### src/rtl/alu_datapath_pipe_if.sv
// Instruction, result and debug bundle between the decoder/control FSM and
// the alu_datapath_pipe register file and ALU.
interface alu_datapath_pipe_if #(
    parameter int DATA_W = 16,
    parameter int REG_AW = 4
);
    logic              in_valid;
    logic              in_ready;
    logic [3:0]        op;
    logic [REG_AW-1:0] rs_a;
    logic [REG_AW-1:0] rs_b;
    logic [REG_AW-1:0] rd;
    logic              use_imm;
    logic [DATA_W-1:0] imm;
    logic              wb_en;
    logic              stall;
    logic              res_valid;
    logic [DATA_W-1:0] result;
    logic [REG_AW-1:0] res_rd;
    logic [3:0]        flags;
    logic              illegal;
    logic [REG_AW-1:0] dbg_addr;
    logic [DATA_W-1:0] dbg_data;

    modport master (
        output in_valid, op, rs_a, rs_b, rd, use_imm, imm, wb_en, stall, dbg_addr,
        input  in_ready, res_valid, result, res_rd, flags, illegal, dbg_data
    );

    modport slave (
        input  in_valid, op, rs_a, rs_b, rd, use_imm, imm, wb_en, stall, dbg_addr,
        output in_ready, res_valid, result, res_rd, flags, illegal, dbg_data
    );
endinterface

### src/rtl/alu_datapath_pipe.sv
// Two-stage register-file + ALU datapath: stage 1 captures operands, stage 2
// executes, writes back and updates {C,V,N,Z}. Optional macro: ALU_DP_FORWARD_EN.
module alu_datapath_pipe #(
    parameter int DATA_W   = 16,
    parameter int NUM_REGS = 16,
    parameter int REG_AW   = 4,
    parameter int SH_W     = 4
) (
    input logic                 clk,
    input logic                 reset,
    alu_datapath_pipe_if.slave  dp
);
    localparam int MSB = DATA_W - 1;

    typedef enum logic [3:0] {
        OP_ADD  = 4'd0,
        OP_ADDC = 4'd1,
        OP_SUB  = 4'd2,
        OP_CMP  = 4'd3,
        OP_AND  = 4'd4,
        OP_OR   = 4'd5,
        OP_XOR  = 4'd6,
        OP_NOT  = 4'd7,
        OP_MOV  = 4'd8,
        OP_LSH  = 4'd9,
        OP_RSH  = 4'd10,
        OP_ASH  = 4'd11
    } alu_op_e;

    logic [DATA_W-1:0] regs_r [NUM_REGS];

    logic              s1_valid_r;
    logic [DATA_W-1:0] s1_a_r;
    logic [DATA_W-1:0] s1_b_r;
    logic [3:0]        s1_op_r;
    logic [REG_AW-1:0] s1_rd_r;
    logic              s1_wb_en_r;

    logic              res_valid_r;
    logic [DATA_W-1:0] result_r;
    logic [REG_AW-1:0] res_rd_r;
    logic [3:0]        flags_r;
    logic              illegal_r;

    logic [DATA_W:0]   add_s;
    logic [DATA_W:0]   sub_s;
    logic [SH_W-1:0]   shamt_s;
    logic              cin_s;
    logic [DATA_W-1:0] alu_res_s;
    logic              c_s;
    logic              v_s;
    logic              writes_s;
    logic              reserved_s;
    logic [DATA_W-1:0] opa_s;
    logic [DATA_W-1:0] opb_s;

    // Stage-2 ALU: result, carry/borrow, overflow and write-back qualification.
    always_comb begin
        cin_s      = (s1_op_r == OP_ADDC) ? flags_r[3] : 1'b0;
        add_s      = {1'b0, s1_a_r} + {1'b0, s1_b_r} + {{DATA_W{1'b0}}, cin_s};
        sub_s      = {1'b0, s1_a_r} - {1'b0, s1_b_r};
        shamt_s    = s1_b_r[SH_W-1:0];
        alu_res_s  = {DATA_W{1'b0}};
        c_s        = 1'b0;
        v_s        = 1'b0;
        writes_s   = 1'b1;
        reserved_s = 1'b0;
        case (s1_op_r)
            OP_ADD, OP_ADDC: begin
                alu_res_s = add_s[MSB:0];
                c_s       = add_s[DATA_W];
                v_s       = (s1_a_r[MSB] == s1_b_r[MSB]) && (add_s[MSB] != s1_a_r[MSB]);
            end
            OP_SUB, OP_CMP: begin
                // Bit DATA_W of the widened difference is the unsigned borrow.
                alu_res_s = sub_s[MSB:0];
                c_s       = sub_s[DATA_W];
                v_s       = (s1_a_r[MSB] != s1_b_r[MSB]) && (sub_s[MSB] != s1_a_r[MSB]);
                writes_s  = (s1_op_r == OP_SUB);
            end
            OP_AND: alu_res_s = s1_a_r & s1_b_r;
            OP_OR:  alu_res_s = s1_a_r | s1_b_r;
            OP_XOR: alu_res_s = s1_a_r ^ s1_b_r;
            OP_NOT: alu_res_s = ~s1_a_r;
            OP_MOV: alu_res_s = s1_b_r;
            OP_LSH: alu_res_s = s1_a_r << shamt_s;
            OP_RSH: alu_res_s = s1_a_r >> shamt_s;
            OP_ASH: alu_res_s = $unsigned($signed(s1_a_r) >>> shamt_s);
            default: begin
                writes_s   = 1'b0;
                reserved_s = 1'b1;
            end
        endcase
    end

    // Stage-1 operand select, with optional bypass of the stage-2 result.
    always_comb begin
        opa_s = regs_r[dp.rs_a];
        opb_s = dp.use_imm ? dp.imm : regs_r[dp.rs_b];
`ifdef ALU_DP_FORWARD_EN
        if (s1_valid_r && s1_wb_en_r && writes_s && !dp.stall) begin
            opa_s = (s1_rd_r == dp.rs_a) ? alu_res_s : opa_s;
            opb_s = (!dp.use_imm && (s1_rd_r == dp.rs_b)) ? alu_res_s : opb_s;
        end else begin
            opa_s = opa_s;
            opb_s = opb_s;
        end
`endif
    end

    // Pipeline, register file and flag state; everything freezes under stall.
    always_ff @(posedge clk or posedge reset) begin
        if (reset) begin
            for (int i = 0; i < NUM_REGS; i++) begin
                regs_r[i] <= {DATA_W{1'b0}};
            end
            s1_valid_r  <= 1'b0;
            s1_a_r      <= {DATA_W{1'b0}};
            s1_b_r      <= {DATA_W{1'b0}};
            s1_op_r     <= 4'd0;
            s1_rd_r     <= {REG_AW{1'b0}};
            s1_wb_en_r  <= 1'b0;
            res_valid_r <= 1'b0;
            result_r    <= {DATA_W{1'b0}};
            res_rd_r    <= {REG_AW{1'b0}};
            flags_r     <= 4'd0;
            illegal_r   <= 1'b0;
        end else if (!dp.stall) begin
            s1_valid_r <= dp.in_valid;
            if (dp.in_valid) begin
                s1_a_r     <= opa_s;
                s1_b_r     <= opb_s;
                s1_op_r    <= dp.op;
                s1_rd_r    <= dp.rd;
                s1_wb_en_r <= dp.wb_en;
            end
            res_valid_r <= s1_valid_r;
            illegal_r   <= s1_valid_r & reserved_s;
            if (s1_valid_r) begin
                result_r <= alu_res_s;
                res_rd_r <= s1_rd_r;
                if (!reserved_s) begin
                    flags_r <= {c_s, v_s, alu_res_s[MSB], (alu_res_s == {DATA_W{1'b0}})};
                end
                if (s1_wb_en_r && writes_s) begin
                    regs_r[s1_rd_r] <= alu_res_s;
                end
            end
        end else begin
            illegal_r <= 1'b0;
        end
    end

    assign dp.in_ready  = ~dp.stall;
    assign dp.res_valid = res_valid_r;
    assign dp.result    = result_r;
    assign dp.res_rd    = res_rd_r;
    assign dp.flags     = flags_r;
    assign dp.illegal   = illegal_r;
    assign dp.dbg_data  = regs_r[dp.dbg_addr];
endmodule

### src/flat_wrapper.sv
// flat-port wrapper written by rule: the top's interface ports become plain ports
module alu_datapath_pipe_flat 
#(
    parameter int DATA_W   = 16,
    parameter int NUM_REGS = 16,
    parameter int REG_AW   = 4,
    parameter int SH_W     = 4
)
  (clk, reset, dp_in_valid, dp_op, dp_rs_a, dp_rs_b, dp_rd, dp_use_imm, dp_imm, dp_wb_en, dp_stall, dp_dbg_addr, dp_in_ready, dp_res_valid, dp_result, dp_res_rd, dp_flags, dp_illegal, dp_dbg_data);
  alu_datapath_pipe_if #(.DATA_W(DATA_W), .REG_AW(REG_AW)) dp_i ();
  input logic clk;
  input logic reset;
  input wire logic [$bits(dp_i.in_valid)-1:0] dp_in_valid;
  input wire logic [$bits(dp_i.op)-1:0] dp_op;
  input wire logic [$bits(dp_i.rs_a)-1:0] dp_rs_a;
  input wire logic [$bits(dp_i.rs_b)-1:0] dp_rs_b;
  input wire logic [$bits(dp_i.rd)-1:0] dp_rd;
  input wire logic [$bits(dp_i.use_imm)-1:0] dp_use_imm;
  input wire logic [$bits(dp_i.imm)-1:0] dp_imm;
  input wire logic [$bits(dp_i.wb_en)-1:0] dp_wb_en;
  input wire logic [$bits(dp_i.stall)-1:0] dp_stall;
  input wire logic [$bits(dp_i.dbg_addr)-1:0] dp_dbg_addr;
  output wire logic [$bits(dp_i.in_ready)-1:0] dp_in_ready;
  output wire logic [$bits(dp_i.res_valid)-1:0] dp_res_valid;
  output wire logic [$bits(dp_i.result)-1:0] dp_result;
  output wire logic [$bits(dp_i.res_rd)-1:0] dp_res_rd;
  output wire logic [$bits(dp_i.flags)-1:0] dp_flags;
  output wire logic [$bits(dp_i.illegal)-1:0] dp_illegal;
  output wire logic [$bits(dp_i.dbg_data)-1:0] dp_dbg_data;
  assign dp_i.in_valid = dp_in_valid;
  assign dp_i.op = dp_op;
  assign dp_i.rs_a = dp_rs_a;
  assign dp_i.rs_b = dp_rs_b;
  assign dp_i.rd = dp_rd;
  assign dp_i.use_imm = dp_use_imm;
  assign dp_i.imm = dp_imm;
  assign dp_i.wb_en = dp_wb_en;
  assign dp_i.stall = dp_stall;
  assign dp_i.dbg_addr = dp_dbg_addr;
  assign dp_in_ready = dp_i.in_ready;
  assign dp_res_valid = dp_i.res_valid;
  assign dp_result = dp_i.result;
  assign dp_res_rd = dp_i.res_rd;
  assign dp_flags = dp_i.flags;
  assign dp_illegal = dp_i.illegal;
  assign dp_dbg_data = dp_i.dbg_data;
  alu_datapath_pipe #(.DATA_W(DATA_W), .NUM_REGS(NUM_REGS), .REG_AW(REG_AW), .SH_W(SH_W)) u_core (.clk(clk), .reset(reset), .dp(dp_i));
endmodule
### config.mk
export PLATFORM = sky130hd
export DESIGN_NAME = alu_datapath_pipe_flat
export DESIGN_NICKNAME = d
export VERILOG_FILES = /design/src/rtl/alu_datapath_pipe_if.sv /design/src/rtl/alu_datapath_pipe.sv /design/src/flat_wrapper.sv
export SDC_FILE = /design/constraint.sdc
export NUM_CORES = 1
export LEC_CHECK = 0
export CORE_MARGIN = 3
export CORE_UTILIZATION = 64
export CTS_BUF_LIST = sky130_fd_sc_hd__clkbuf_8
export DETAILED_ROUTE_END_ITERATION = 12
export HOLD_SLACK_MARGIN = 0.12
export PLACE_DENSITY = 0.84
export SYNTH_ARGS = -nofsm -noshare
export SYNTH_HDL_FRONTEND = slang
export SYNTH_SLANG_ARGS = --single-unit
### constraint.sdc
create_clock -name clk -period 16.2 [get_ports clk]
set_input_delay 3.24 -clock clk [delete_from_list [all_inputs] [get_ports clk]]
set_output_delay 3.24 -clock clk [all_outputs]
set_load 0.05 [all_outputs]
# Yosys cells after proc, flatten, opt, wreduce, memory -nomap -nowiden

Cells that the tools add are included.

Flip-flop bits (word level): 324

$add $sub $neg: 3
Order comparisons: 5
Eq/ne operators: 15
Shifts and indexed selects: 3
Mux-type cells: 20
Bitwise logic cells: 10
Reduce and logical (&&, ||, !) cells: 14

Operator list:

| kind               | count |
|---|---|
| $bwmux 256         | 1 |
| $bmux 16 s4        | 3 |
| $pmux 16 s10       | 1 |
| $mux 16            | 8 |
| $demux 16 s4       | 1 |
| $ge 5x5->1 const B | 4 |
| $not 4->5          | 4 |
| $add 16x16->17     | 1 |
| $add 17x1->17      | 1 |
| $sub 16x16->17     | 1 |
| $and 16x16->16     | 1 |
| $eq 4x3->1 const B | 4 |
| $eq 4x4->1 const B | 4 |
| $logic_not 16->1   | 1 |
| $not 16->16        | 1 |
| $or 16x16->16      | 1 |
| $shl 16x4->16      | 1 |
| $shr 16x4->16      | 1 |
| $sshr 16x4->16     | 1 |
| $xor 16x16->16     | 1 |
| $reduce_or 12->1   | 1 |
| $reduce_or 10->1   | 1 |
| $eq 4x2->1 const B | 2 |
| $pmux 1 s2         | 3 |
| 12 further kinds   | 22 |

# Logic depth before layout (Yosys ltp)

Word-level depth: 6
Mapped depth: 18

# Least setup slack after synthesis

No wires, ideal clock.

Kind: input-to-output
From: input port dp_dbg_addr[0]
To: output port dp_dbg_data[0]
Arrival time: 5,348 ps
Required time: 12,960 ps
Setup slack: 7,612 ps
Stages: 4
Buffers on the path: 2
Cells stage by stage: clkbuf_1 -> buf_1 -> mux4_2 -> mux4_2

Longest elaborated chain between the ends: 4

Ends and longest elaborated chain:

| item                                       | RTL line                 | text |
|---|---|---|
| start: declaration                         | flat_wrapper.sv:22       | `input wire logic [$bits(dp_i.dbg_addr)-1:0] dp_dbg_addr;` |
| $not 4->5 (implied by the code)            | alu_datapath_pipe.sv:160 | `assign dp.dbg_data = regs_r[dp.dbg_addr];` |
| $bmux 16 s4                                | alu_datapath_pipe.sv:160 |  |
| $mux 16 (implied by the code) (2 in a row) | alu_datapath_pipe.sv:160 |  |
| end: declaration                           | flat_wrapper.sv:29       | `output wire logic [$bits(dp_i.dbg_data)-1:0] dp_dbg_data;` |

No other way between the ends. The select of a mux whose other input is x is not followed.

# Worst setup path after layout

From: input port dp_dbg_addr[0]
To: output port dp_dbg_data[15]

Same word-level chain as after synthesis.

==> impl_summary.txt <==
----------------------------------------------------
[Clock network]
  Htree depth ... 2
  Skew-Pair Late Insertion Delay ... 0.66 ns
  Number of gates given a new drive strength after cts ... 0
  Clock transition at the registers of the reported paths ... 0.06 ns
  Clock tree from TritonCTS ... built
  CTS sink cnt ... 324
  Root buffer selected by CTS ... sky130_fd_sc_hd__clkbuf_8
  Cts bufs inserted ... 53
  Post-cts hold buffer count ... 0
  Number of setup buffers added after CTS ... 0
  Buffers from clock root to sink, at most ... 3

[Floorplan]
  FP Rows ... 68
  Die Footprint ... 37500 µm²
  Die Span Y ... 194 µm
  Die X-Extent ... 194 µm
  Number of top-level pins ... 85
  Area inside the core boundary ... 34600 µm²
  Starting density of the core ... 0.651

[Yosys]
  Netlist cell types ... 82
  Synthesized-area fraction occupied by xor and xnor cells ... 0.00194
  Most common cell in the synthesized netlist ... sky130_fd_sc_hd__dfrtp_1
  Fraction of registers with async set/reset ... 1.00
  Fraction of post-synthesis cell area in the top cell type by area ... 0.359
  Share of synthesized area spent on multiplexers ... 0.428
  Number of nets in the synthesized netlist ... 1850
  Part of the Yosys area used for sequential elements ... 0.359
  Flip-flop and latch count after synthesis ... 324
  Ys Warns ... 0
  Post-synthesis adder-cell area fraction ... 0.0332
  Synthesized instance count ... 1750
  Post-synth EDFFs ... 0
  Post-synthesis simple-gate area fraction ... 0.0625
  Cell type with the largest total area after synthesis ... sky130_fd_sc_hd__dfrtp_1
  Largest family of logic cells by synthesized area ... multiplexers
  Leading post-synthesis cells by cell area ... sky130_fd_sc_hd__dfrtp_1, sky130_fd_sc_hd__mux4_2, sky130_fd_sc_hd__mux2_2, sky130_fd_sc_hd__ha_1, sky130_fd_sc_hd__clkbuf_1
  Synthesized area per cell ... 12.9 µm²
  Post-synthesis instance area ... 22600 µm²
  Top FF cell, synth ... sky130_fd_sc_hd__dfrtp_1
  Most numerous cell types in the synthesized netlist ... sky130_fd_sc_hd__dfrtp_1, sky130_fd_sc_hd__mux2_2, sky130_fd_sc_hd__mux4_2
  Compound-cell area share of the yosys netlist ... 0.0750

[Timing]
  Setup repair after global routing missed its margin ... false
  Count of final hold-check violations ... 0
  Fin Clk Skew ... 0.0371 ns
  Pins over their slew limit ... 0
  Tightest Pin Transition ... 1.31 ns
  Least setup slack across all paths after layout ... 6.67 ns
  Fin Setup TNS ... 0 ns
  Final setup viols ... 0
  Highest achievable clock rate ... 105 MHz
  Worst slew margin ... 0.125
  Fin crit period ... 9.53 ns
  Final worst-path cycle share ... 0.588

[Worst setup path]
  Origin of the worst setup path ... dp_dbg_addr[0]
  Setup slack of the most critical reg-to-reg path ... 10.77 ns
  Arrival time at the worst endpoint ... 6.29 ns
  Required time at the worst-slack endpoint ... 12.96 ns
  Capturing element type of the critical path ... output port
  Startpoint-to-endpoint class of the critical path ... in -> out
  Destination of the worst register-to-register timing path ... u_core.dp.flags[0]
  Startpoint type of the worst setup path ... input pin
  CP Max Fanout ... 44
  Launch instance of the worst register-to-register path ... u_core.s1_op_r[1]
  Depth of the worst register-to-register path ... 14

[Routing]
  Detailed-routing iteration count for the pre-antenna-repair pass ... 6
  Per-cell via count in the routed design ... 7.53
  Remaining DRCs ... 0
  Post-detailed-routing wire length ... 66200 µm
  Antenna violation net count after detailed routing ... 0
  Detailed router's first-iteration violation count ... 2213
  Detailed-route via count ... 17000
  Final routed wire length divided by cell count ... 29.3 µm

[Global route]
  Tot GR Track Use ... 0.353
  Overflow after GRT ... 0
  Number of antenna violations at the first check in global routing ... 1
  Wire length of the first global-routing pass ... 103000 µm
  Number of global-route vias before repair ... 17400
  Largest net degree at the start of global routing ... 124

[Placed design]
  Worst slack at placement ... 6.61 ns
  Placer's final routability congestion estimate ... 0.998
  Final HPWL from detailed placement ... 42000 µm
  Number of buffers inserted by port buffering ... 84

[Worst hold path]
  Hold path depth ... 2
  Class of the tightest hold or removal check ... reg -> reg
  Destination of the worst hold path ... u_core.dp.result[3]
  Source of the worst hold timing path ... u_core.dp.result[3]

[Job]
  Number of max-cap violations ... 0

[Pwr]
  Static Leak ... 10.6 nW
  Largest voltage drop on the vdd net ... 0.0984 mV
  Pwr/cell area ... 106 nW/µm²

[Cells and area]
  Signed area change from the synthesized netlist to the final layout ... 9.52%
  Diode insertion count for antenna repair ... 0
  Nets ... 1871
  Share of cells above drive strength 1 ... 0.391

[Run status]
  Status ... completed

----------------------------------------------------
sequential cells by signal (all words and copies together), names as in the netlist:
name                 count
u_core.dp.flags          4
u_core.s1_a_r           16
u_core.s1_wb_en_r        1
u_core.regs_r          256
u_core.s1_b_r           16
u_core.dp.result        16
u_core.s1_op_r           4
u_core.dp.res_rd         4
u_core.s1_rd_r           4
u_core.dp.illegal        1
u_core.dp.res_valid      1
u_core.s1_valid_r        1
layer usage:
layer / vias to the layer above / routed length (µm) / GRT usage
met1: 8619 / 23400 / 0.465
met2: 1273 / 31800 / 0.563
met5: - / 13 / 0
li1: 6863 / - / -
met3: 288 / 7490 / 0.0766
met4: 2 / 3540 / 0.179
final cells by class:
class	instances	area (µm²)
timing repair buffer	131	1170
tap	455	569
fill	2243	9930
clock buffer	64	881
sequential	324	8110
inverter	57	221
clock inverter	29	165
multi-input combinational	1204	13600
cell usage in the layout (no fill, tap or decap), types with 19 or more instances in the layout:
cell and count:
sky130_fd_sc_hd__dfrtp_1 323, sky130_fd_sc_hd__mux2_2 284, sky130_fd_sc_hd__mux4_2 261, sky130_fd_sc_hd__nand2_1 98
sky130_fd_sc_hd__clkdlybuf4s50_1 78, sky130_fd_sc_hd__nor2_1 75, sky130_fd_sc_hd__inv_1 73, sky130_fd_sc_hd__clkbuf_8 64
sky130_fd_sc_hd__a21oi_1 55, sky130_fd_sc_hd__ha_1 55, sky130_fd_sc_hd__o21ai_0 51, sky130_fd_sc_hd__buf_4 50
sky130_fd_sc_hd__mux2i_1 39, sky130_fd_sc_hd__nand3_1 24, sky130_fd_sc_hd__nor3_1 19
critical path, stage by stage:
cell                              delay, ns
sky130_fd_sc_hd__buf_4                 0.37
sky130_fd_sc_hd__buf_4                 0.78
sky130_fd_sc_hd__mux4_2                0.59
sky130_fd_sc_hd__mux4_2                0.53
sky130_fd_sc_hd__clkdlybuf4s50_1       0.74
through the flow:
| step | total power [W] | area, µm² | util | hold slack, ns | instances |
|---|---|---|---|---|---|
| after floorplan | 0.00163 | 22600 | - | 0.462 | 1750 |
| after global placement | 0.00184 | 23700 | 0.683 | 0.466 | 2171 |
| after detailed placement | 0.00188 | 23700 | 0.683 | 0.472 | 2171 |
| after CTS | 0.00260 | 24700 | 0.713 | 0.486 | 2264 |
| after global routing | 0.00272 | 24700 | 0.713 | 0.513 | 2264 |
| final | 0.00261 | 24700 | 0.713 | 0.487 | 2264 |
power breakdown:
part / switching [W] / internal, W
Clock: 0.000347 / 0.000374
Combinational: 0.000482 / 0.000373
Sequential: 0.000122 / 0.000912
Total: 0.000951 / 0.00166
worst max path at each step:
| stage | end | slack [ns] | cells after the start |
|---|---|---|---|
| after floorplan | u_core.dp.flags[0] | 3.99 | 1 |
| after global placement | dp_dbg_data[7] | 6.68 | 5 |
| after detailed placement | dp_dbg_data[7] | 6.61 | 5 |
| after CTS | dp_dbg_data[7] | 6.61 | 5 |
| after global routing | dp_dbg_data[15] | 6.47 | 5 |
| final | dp_dbg_data[15] | 6.67 | 5 |
cell families (layout without fill, tap and decap cells):
group / count (synthesis) / after routing
mux: 592 / 592
xor+xnor: 5 / 5
simple gates: 300 / 300
flops: 324 / 324
buf+inv: 222 / 281
compound gates: 249 / 249
fa+ha+maj: 58 / 58
(Power assumes the default switching activity.)
